===== src/rtl/lc4_fetch_ctl.sv =====
// rtl/lc4_fetch_ctl.sv - LC4 fetch/issue/flag controller, one instruction in flight.
// Optional illegal-opcode trap: define ILLEGAL_TRAP_EN.
module lc4_fetch_ctl #(
  parameter int WORD_SIZE = 256,
  parameter int INSN      = 19,
  parameter int IADDR     = 10
) (
  input  logic                 clk,
  input  logic                 rst,
  output logic [IADDR:0]       o_imem_addr,
  input  logic [INSN:0]        i_imem_data,
  output logic [INSN:0]        o_insn,
  output logic [IADDR:0]       o_pc,
  output logic                 o_carry,
  output logic                 o_insn_valid,
  input  logic                 i_insn_ready,
  input  logic                 i_wb_valid,
  input  logic [WORD_SIZE-1:0] i_wb_result,
  input  logic                 i_wb_carry,
  output logic [2:0]           o_nzp,
  output logic                 o_retire
`ifdef ILLEGAL_TRAP_EN
  ,
  output logic                 o_illegal
`endif
);

  typedef enum logic [1:0] {
    S_FETCH,
    S_ISSUE,
    S_WAIT_WB
`ifdef ILLEGAL_TRAP_EN
    ,
    S_HALT
`endif
  } state_t;

  localparam logic [IADDR:0] PC_ONE = {{IADDR{1'b0}}, 1'b1};

  state_t          state;
  logic [IADDR:0]  pc;
  logic [4:0]      opcode;
  logic            res_n;
  logic            res_z;
  logic            legal;
  logic            sets_nzp;
  logic            sets_carry;
  logic            redirect;

  function automatic logic is_legal(input logic [4:0] op);
    return (op <= 5'b10101) && (op != 5'b10001);
  endfunction

  // The address register doubles as the PC; imem sees it for the whole FETCH cycle.
  assign o_imem_addr = pc;
  assign opcode      = o_insn[INSN -: 5];
  assign res_n       = i_wb_result[WORD_SIZE-1];
  assign res_z       = (i_wb_result == '0);
  assign legal       = is_legal(opcode);

  // Every legal opcode other than NOP, branches, JSR and RTI writes the flags.
  assign sets_nzp = legal && (opcode > 5'b00100) && (opcode != 5'b01000) && (opcode != 5'b01010);

  assign sets_carry = (opcode == 5'b00101) || (opcode == 5'b00110) || (opcode == 5'b00111) ||
                      (opcode == 5'b10100) || (opcode == 5'b10101);

  // Branch conditions look at the flags held before this instruction.
  always_comb begin
    redirect = 1'b0;
    case (opcode)
      5'b00001: redirect = o_nzp[1];
      5'b00010: redirect = o_nzp[1] | o_nzp[0];
      5'b00011: redirect = o_nzp[2] | o_nzp[0];
      5'b00100: redirect = o_nzp[2] | o_nzp[1];
      5'b01000: redirect = 1'b1;
      5'b01010: redirect = 1'b1;
      default:  redirect = 1'b0;
    endcase
  end

  always_ff @(posedge clk or posedge rst) begin
    if (rst) begin
      state        <= S_FETCH;
      pc           <= '0;
      o_insn       <= '0;
      o_pc         <= '0;
      o_carry      <= 1'b0;
      o_insn_valid <= 1'b0;
      o_nzp        <= 3'b010;
      o_retire     <= 1'b0;
`ifdef ILLEGAL_TRAP_EN
      o_illegal    <= 1'b0;
`endif
    end else begin
      o_retire <= 1'b0;
      case (state)
        S_FETCH: begin
          o_insn <= i_imem_data;
          o_pc   <= pc;
`ifdef ILLEGAL_TRAP_EN
          if (!is_legal(i_imem_data[INSN -: 5])) begin
            o_illegal <= 1'b1;
            state     <= S_HALT;
          end else begin
            o_insn_valid <= 1'b1;
            state        <= S_ISSUE;
          end
`else
          o_insn_valid <= 1'b1;
          state        <= S_ISSUE;
`endif
        end
        S_ISSUE: begin
          if (i_insn_ready) begin
            o_insn_valid <= 1'b0;
            state        <= S_WAIT_WB;
          end
        end
        S_WAIT_WB: begin
          if (i_wb_valid) begin
            if (sets_nzp) begin
              o_nzp <= {res_n, res_z, !res_n && !res_z};
            end
            if (sets_carry) begin
              o_carry <= i_wb_carry;
            end
            pc       <= redirect ? i_wb_result[IADDR:0] : pc + PC_ONE;
            o_retire <= 1'b1;
            state    <= S_FETCH;
          end
        end
`ifdef ILLEGAL_TRAP_EN
        S_HALT: state <= S_HALT;
`endif
        default: state <= S_FETCH;
      endcase
    end
  end

endmodule

===== config.mk =====
export PLATFORM = sky130hd
export DESIGN_NAME = lc4_fetch_ctl
export DESIGN_NICKNAME = d
export VERILOG_FILES = /design/src/rtl/lc4_fetch_ctl.sv
export SDC_FILE = /design/constraint.sdc
export NUM_CORES = 1
export LEC_CHECK = 0
export BUFFER_PORTS_ARGS = -buffer_cell sky130_fd_sc_hd__buf_4
export CORE_AREA = 2 2 128 130
export DETAILED_ROUTE_END_ITERATION = 10
export DIE_AREA = 0 0 130 132
export GPL_TIMING_DRIVEN = 0
export PLACE_DENSITY = 0.56
export SETUP_SLACK_MARGIN = 0.2
export SYNTH_ARGS = -nofsm -noshare
export SYNTH_HDL_FRONTEND = slang
export SYNTH_SLANG_ARGS = --single-unit

===== constraint.sdc =====
create_clock -name clk -period 1.75 [get_ports clk]
set_clock_uncertainty 0.1 [all_clocks]
set_input_delay 0.35 -clock clk [delete_from_list [all_inputs] [get_ports clk]]
set_output_delay 0.35 -clock clk [all_outputs]
set_load 0.02 [all_outputs]

# Word level (Yosys, flattened, before mapping)
# Index checks and enable logic that the tools add are counted.
dict set report word_totals {
  register_bits 50
  mem_bits_ro 0
  wordCells 61
  input_bits 281
  output_inout_bits 48
  ram_bits 0
  latchBits 0
  n_memories 0
}
dict set report op_classes {
  muxes 9
  reduce_logical 20
  multipliers 0
  div 0
  n_lt_le_gt_ge 2
  n_addsub 1
  shift 0
  n_eq_ne 18
  n_bitwise 3
}
# cell n
set op_table {}
lappend op_table {{256-bit zero test} 1}
lappend op_table {{5-bit by 3-bit == test with 1-bit output (second input constant)} 4}
lappend op_table {{11-bit by 1-bit adder with 11-bit output (second input constant)} 1}
lappend op_table {{11-bit two-way mux} 1}
lappend op_table {{5-bit by 2-bit == test with 1-bit output (second input constant)} 2}
lappend op_table {{5-bit by 4-bit == test with 1-bit output (second input constant)} 2}
lappend op_table {{5-bit == test (second input constant)} 2}
lappend op_table {{5-bit by 4-bit inequality test with 1-bit output (second input constant)} 2}
lappend op_table {{2-bit case mux with 3 select lines} 1}
lappend op_table {{2-bit AND reduction} 3}
lappend op_table {{3-bit AND reduction} 2}
lappend op_table {{5-bit by 1-bit == test with 1-bit output (second input constant)} 1}
lappend op_table {{5-bit by 3-bit greater-than comparator with 1-bit output (second input constant)} 1}
lappend op_table {{5-bit less-or-equal comparator (second input constant)} 1}
lappend op_table {{1-bit logical AND} 5}
lappend op_table {{5-bit inequality test (second input constant)} 1}
lappend op_table {{1-bit case mux with 5 select lines} 1}
lappend op_table {{1-bit logical OR} 4}
lappend op_table {{2-bit two-way mux} 2}
lappend op_table {{2-bit inequality test (second input constant)} 2}
lappend op_table {{1-bit two-way mux} 3}
lappend op_table {{1-bit bitwise OR} 3}
lappend op_table {{2-bit by 1-bit == test with 1-bit output (second input constant)} 1}
lappend op_table {{2-bit == test (second input constant)} 1}
lappend op_table {{5 further kinds} 6}

# Depth between registers and ports, before layout
dict set report logic_depth {
  ltp_word 6
  depth_mapped 7
  ltp_nobuf 6
}

# Least setup slack after synthesis
# OpenSTA, ideal clock, no wires.
dict set report synth_path {
  kind {reg2reg}
  startpoint {reg o_insn[16]}
  endpoint {reg pc[3] (netlist: o_imem_addr[3])}
  path_slack_ps -257
  arrival_ps 1781
  n_path_buf 2
  required_time_ps 1524
  path_stages_with_launch 7
  period_less_slack_ps 2007
  cell_sequence {dfrtp_1 -> buf_2 -> nor4b_1 -> o32a_1 -> or2_0 -> buf_6 -> o311a_1}
}
dict set report synth_between {
  elab_chain_len 4
  word_cells_on_any_way 9
}
# element line
set synth_rtl {}
lappend synth_rtl {{from (decl)} 12} ;# output logic [INSN:0] o_insn,
lappend synth_rtl {{from (signal assigned)} 98} ;# o_insn <= i_imem_data;
lappend synth_rtl {{5-bit by 4-bit == test with 1-bit output} 70} ;# case (opcode)
lappend synth_rtl {{2-bit OR reduction (no source line)} -}
lappend synth_rtl {{1-bit case mux with 5 select lines *} 70}
lappend synth_rtl {{11-bit two-way mux *} 127} ;# pc <= redirect ? i_wb_result[IADDR:0] : pc + PC_ONE;
lappend synth_rtl {{to (signal assigned)} 127}
lappend synth_rtl {{to (decl)} 41} ;# logic [IADDR:0] pc;
# Every way passes the cells marked *; elsewhere a longest branch is shown, timed or not.
# A chain may end at the register's enable or synchronous reset.

# Final worst setup path
dict set report layout_path {
  startpoint {reg o_nzp[1]}
  endpoint {reg pc[3] (netlist: o_imem_addr[3])}
}
dict set report layout_between {
  elab_chain_len 3
  word_cells_on_any_way 4
}
# element line
set layout_rtl {}
lappend layout_rtl {{from (decl)} 20} ;# output logic [2:0] o_nzp,
lappend layout_rtl {{from (signal assigned)} 122} ;# o_nzp <= {res_n, res_z, !res_n && !res_z};
lappend layout_rtl {{1-bit bitwise OR (on tied branches)} {74, 72}}
lappend layout_rtl {{1-bit case mux with 5 select lines *} 70}
lappend layout_rtl {{11-bit two-way mux *} 127}
# Marks and branches as above.

==> reports/qor.yml <==
placed_design:
  port_buffers: 328
  placed_cell_area_sq_mm: 0.00572
  place_hpwl_um: 13100
  gp_congestion: 0.960
worst_hold_path:
  hold_class: "input pin to flop"
  hold_path_end: "state[0]"
  hold_path_depth: 2
  hold_start: "i_insn_ready"
global_routing:
  grt_max_degree: 51
  grt_remaining_overflow: 0
  first_global_vias: 4243
  antenna_found_initial: 0
  grt_pass1_wl_um: 23100
  grtUsageTotal: 0.176
cells_and_area:
  n_antenna_cell: 0
  fillCellCount: 1557
  finalCoreUtilization: 0.418
  nets: 927
  area_delta_synth_final_pct: 131
  finalInstanceArea_sq_mm: 0.00657
  drive_above_1_share: 0.714
power_and_ir_drop:
  p_leak_nw: 2.89
  vdd_drop_max_mv: 0.602
  pwr_density_cell_mw_per_mm2: 1220
  power_mw: 8.00
logic_synthesis:
  synth_edf_count: 0
  netlist-cell-type-count: 40
  synth_area_sq_mm: 0.00284
  ys_async_sr_fraction: 1.00
  synth_seq_cells: 50
  synth_cells: 287
  ys_seq_area_frac: 0.441
  syn_nets: 569
  postSynthAreaPerCell_sq_um: 9.90
  synth_ff_type: "dfrtp_1"
  yosysWarnings: 0
sta:
  finalSetupViolations: 11
  fin_hold_ws_ns: 0.149
  fin_ws_ns: -0.221
  fin_crit_ns: 1.97
  finalHoldViolations: 0
  finalCritPeriodShare: 1.13
  slew_violations: 0
  timing.fmax_ghz: 0.507
  slew-limit-headroom: 0.265
  tightest_slew_ns: 1.10
  rsz0062_at_grt: "true"
floorplanning:
  core_sq_mm: 0.0157
  dieHeight_um: 132
  fp-row-count: 46
  die_x_um: 130
  ios: 329
  die_area_sq_mm: 0.0172
  initial_core_util: 0.181
cts:
  clkLatencyLatePin_ns: 0.29
  postCtsHoldBufs: 0
  cts.path.max_buffers: 2
  cts_htree_levels: 2
  cts_tree: "done"
  clk_root_buffer_cell: "clkbuf_16"
  clkSlewWorstSetupHoldPaths_ns: 0.07
  cts.sinks: 50
  cts_buffers: 5
route:
  drt-total-wl_um: 16000
  via_per_inst: 4.60
  ant_nets: 0
  drc: 0
  avgRoutedWirePerCell_um: 18.5
  dr.pass1.iters: 4
  drtIter0Drc: 126
  dr_total_vias: 3963
critical_path:
  worstReg2RegEnd: "o_imem_addr[3]"
  cp.required_ns: 1.83
  r2r-start: "o_nzp[1]"
  cp_slowest_cell: "dfstp_2"
  r2r_slack_ns: -0.22
  reg2reg_depth: 7
  cp.arrival_ns: 2.05
  crit_type: "flop to flop"
  start_kind: "flop"
  worst-path-buf-inv: 2
  critPathTopFamily: "compound AO/OA/AOI/OAI gates"
  critical_path.max_stage_delay_ns: 0.56
  cp-end-kind: "flop"
  crit_chain: "buf_4 -> or2_2 -> a31oi_1 -> o32a_1 -> or2_1 -> buf_6 -> o311a_1"
  crit_path_max_fanout: 8
status:
  violations: "setup timing"
  status: "finished, violations left"
job:
  drv_cap: 0
## through the flow
step                cells  setup slack [ns]  setup TNS (ns)
CTS                   849            -0.227           -1.92
global placement      831            -0.682           -3.60
global route          862            -0.293           -2.81
finish                862            -0.221           -1.92
floorplan             287            -0.237           -1.16
detailed placement    831            -0.718           -4.16
## report_power, final
group	total, mW	internal, mW	switching (mW)	leakage (nW)
Sequential	2.06	1.65	0.416	0.550
Combinational	4.67	2.54	2.13	2.25
Clock	1.27	0.822	0.450	0.0940
Total	8.00	5.01	2.99	2.89
## metal layers
metal  up-vias  global-route usage  part of all wire
met2       158               0.344              0.56
met4         0              0.0341             0.013
met1      1905               0.192              0.36
met3        14              0.0369             0.061
met5         -                   0                 0
li1       1886                   -                 -
## registers in the layout, summed over array words and instances (netlist names)
register      cells
o_insn           20
o_imem_addr      11
o_pc             11
o_nzp             3
state             2
o_carry           1
o_insn_valid      1
o_retire          1
## cell type report
cell class / instances / area, sq um / share of cell area
timing repair buffer: 351 / 2730 / 0.416
multi-input combinational: 217 / 1930 / 0.294
sequential: 50 / 1260 / 0.192
tap: 216 / 270 / 0.0412
buffer: 12 / 139 / 0.0211
clock buffer: 5 / 125 / 0.0191
clock inverter: 3 / 68.8 / 0.0105
inverter: 8 / 46.3 / 0.00705
## cell usage in the layout (no fill, tap or decap), drive strengths merged, types with 6 or more instances in the layout
master    n
buf     356
nor4     69
dfrtp    49
mux2     32
nand2    19
nand4    19
clkbuf   12
o211ai   10
nor2      7
o22ai     7
o21ai     7
inv       6
## Yosys cell counts, types with 2 or more instances
cell | count | area share
nor3_1 | 5 | 0.0088
clkbuf_1 | 8 | 0.011
nor2b_1 | 3 | 0.0066
buf_2 | 3 | 0.0053
nor2_1 | 6 | 0.0079
a41oi_1 | 2 | 0.0062
dfrtp_1 | 49 | 0.43
o21ai_0 | 6 | 0.011
and2_1 | 4 | 0.0088
nand4_1 | 19 | 0.042
o21a_1 | 2 | 0.0053
o22ai_1 | 7 | 0.015
o211ai_1 | 10 | 0.026
and4_1 | 2 | 0.0062
or2_2 | 2 | 0.0044
nand2_1 | 19 | 0.025
o31ai_1 | 3 | 0.0079
nor4_1 | 69 | 0.15
a31oi_1 | 2 | 0.0044
mux2_2 | 32 | 0.13
a21oi_1 | 5 | 0.0088
inv_1 | 8 | 0.011
and3_1 | 2 | 0.0044
o311a_1 | 3 | 0.011
## how the worst max path moves through the flow
stage                                 from              to  slack (ns)  cells after the start
after floorplan                   o_nzp[1]  o_imem_addr[3]       -0.24                      6
after global placement    i_wb_result[255]        o_nzp[0]       -0.68                      6
after detailed placement  i_wb_result[255]        o_nzp[0]       -0.72                      6
after CTS                         o_nzp[1]  o_imem_addr[8]       -0.23                      6
after global routing              o_nzp[1]  o_imem_addr[8]       -0.29                      7
final                             o_nzp[1]  o_imem_addr[3]       -0.22                      7
## cell families after synthesis
group,Yosys count,share of synthesized area
adders and majority gates,1,0.00440
and+or+nand+nor,137,0.281
DFF,50,0.441
AOI/OAI and AO/OA,46,0.113
muxes,33,0.130
buffers and inverters,20,0.0304
## worst register-to-register path: cells and delay by family, from the launching register on
kind                   cells  cell delay, ns
buffers and inverters      2            0.26
AO/OA/AOI/OAI              3            0.61
flip-flops                 1            0.56
AND/OR/NAND/NOR            2            0.33
## repair_timing
item                                    4_1_cts  5_1_grt
pin swaps                                    20       15
gates cloned                                  1        2
setup buffers                                 9       11
gates resized for setup                      58       25
endpoints found under the setup margin       43       44
Power figures use the tool's default switching activity.
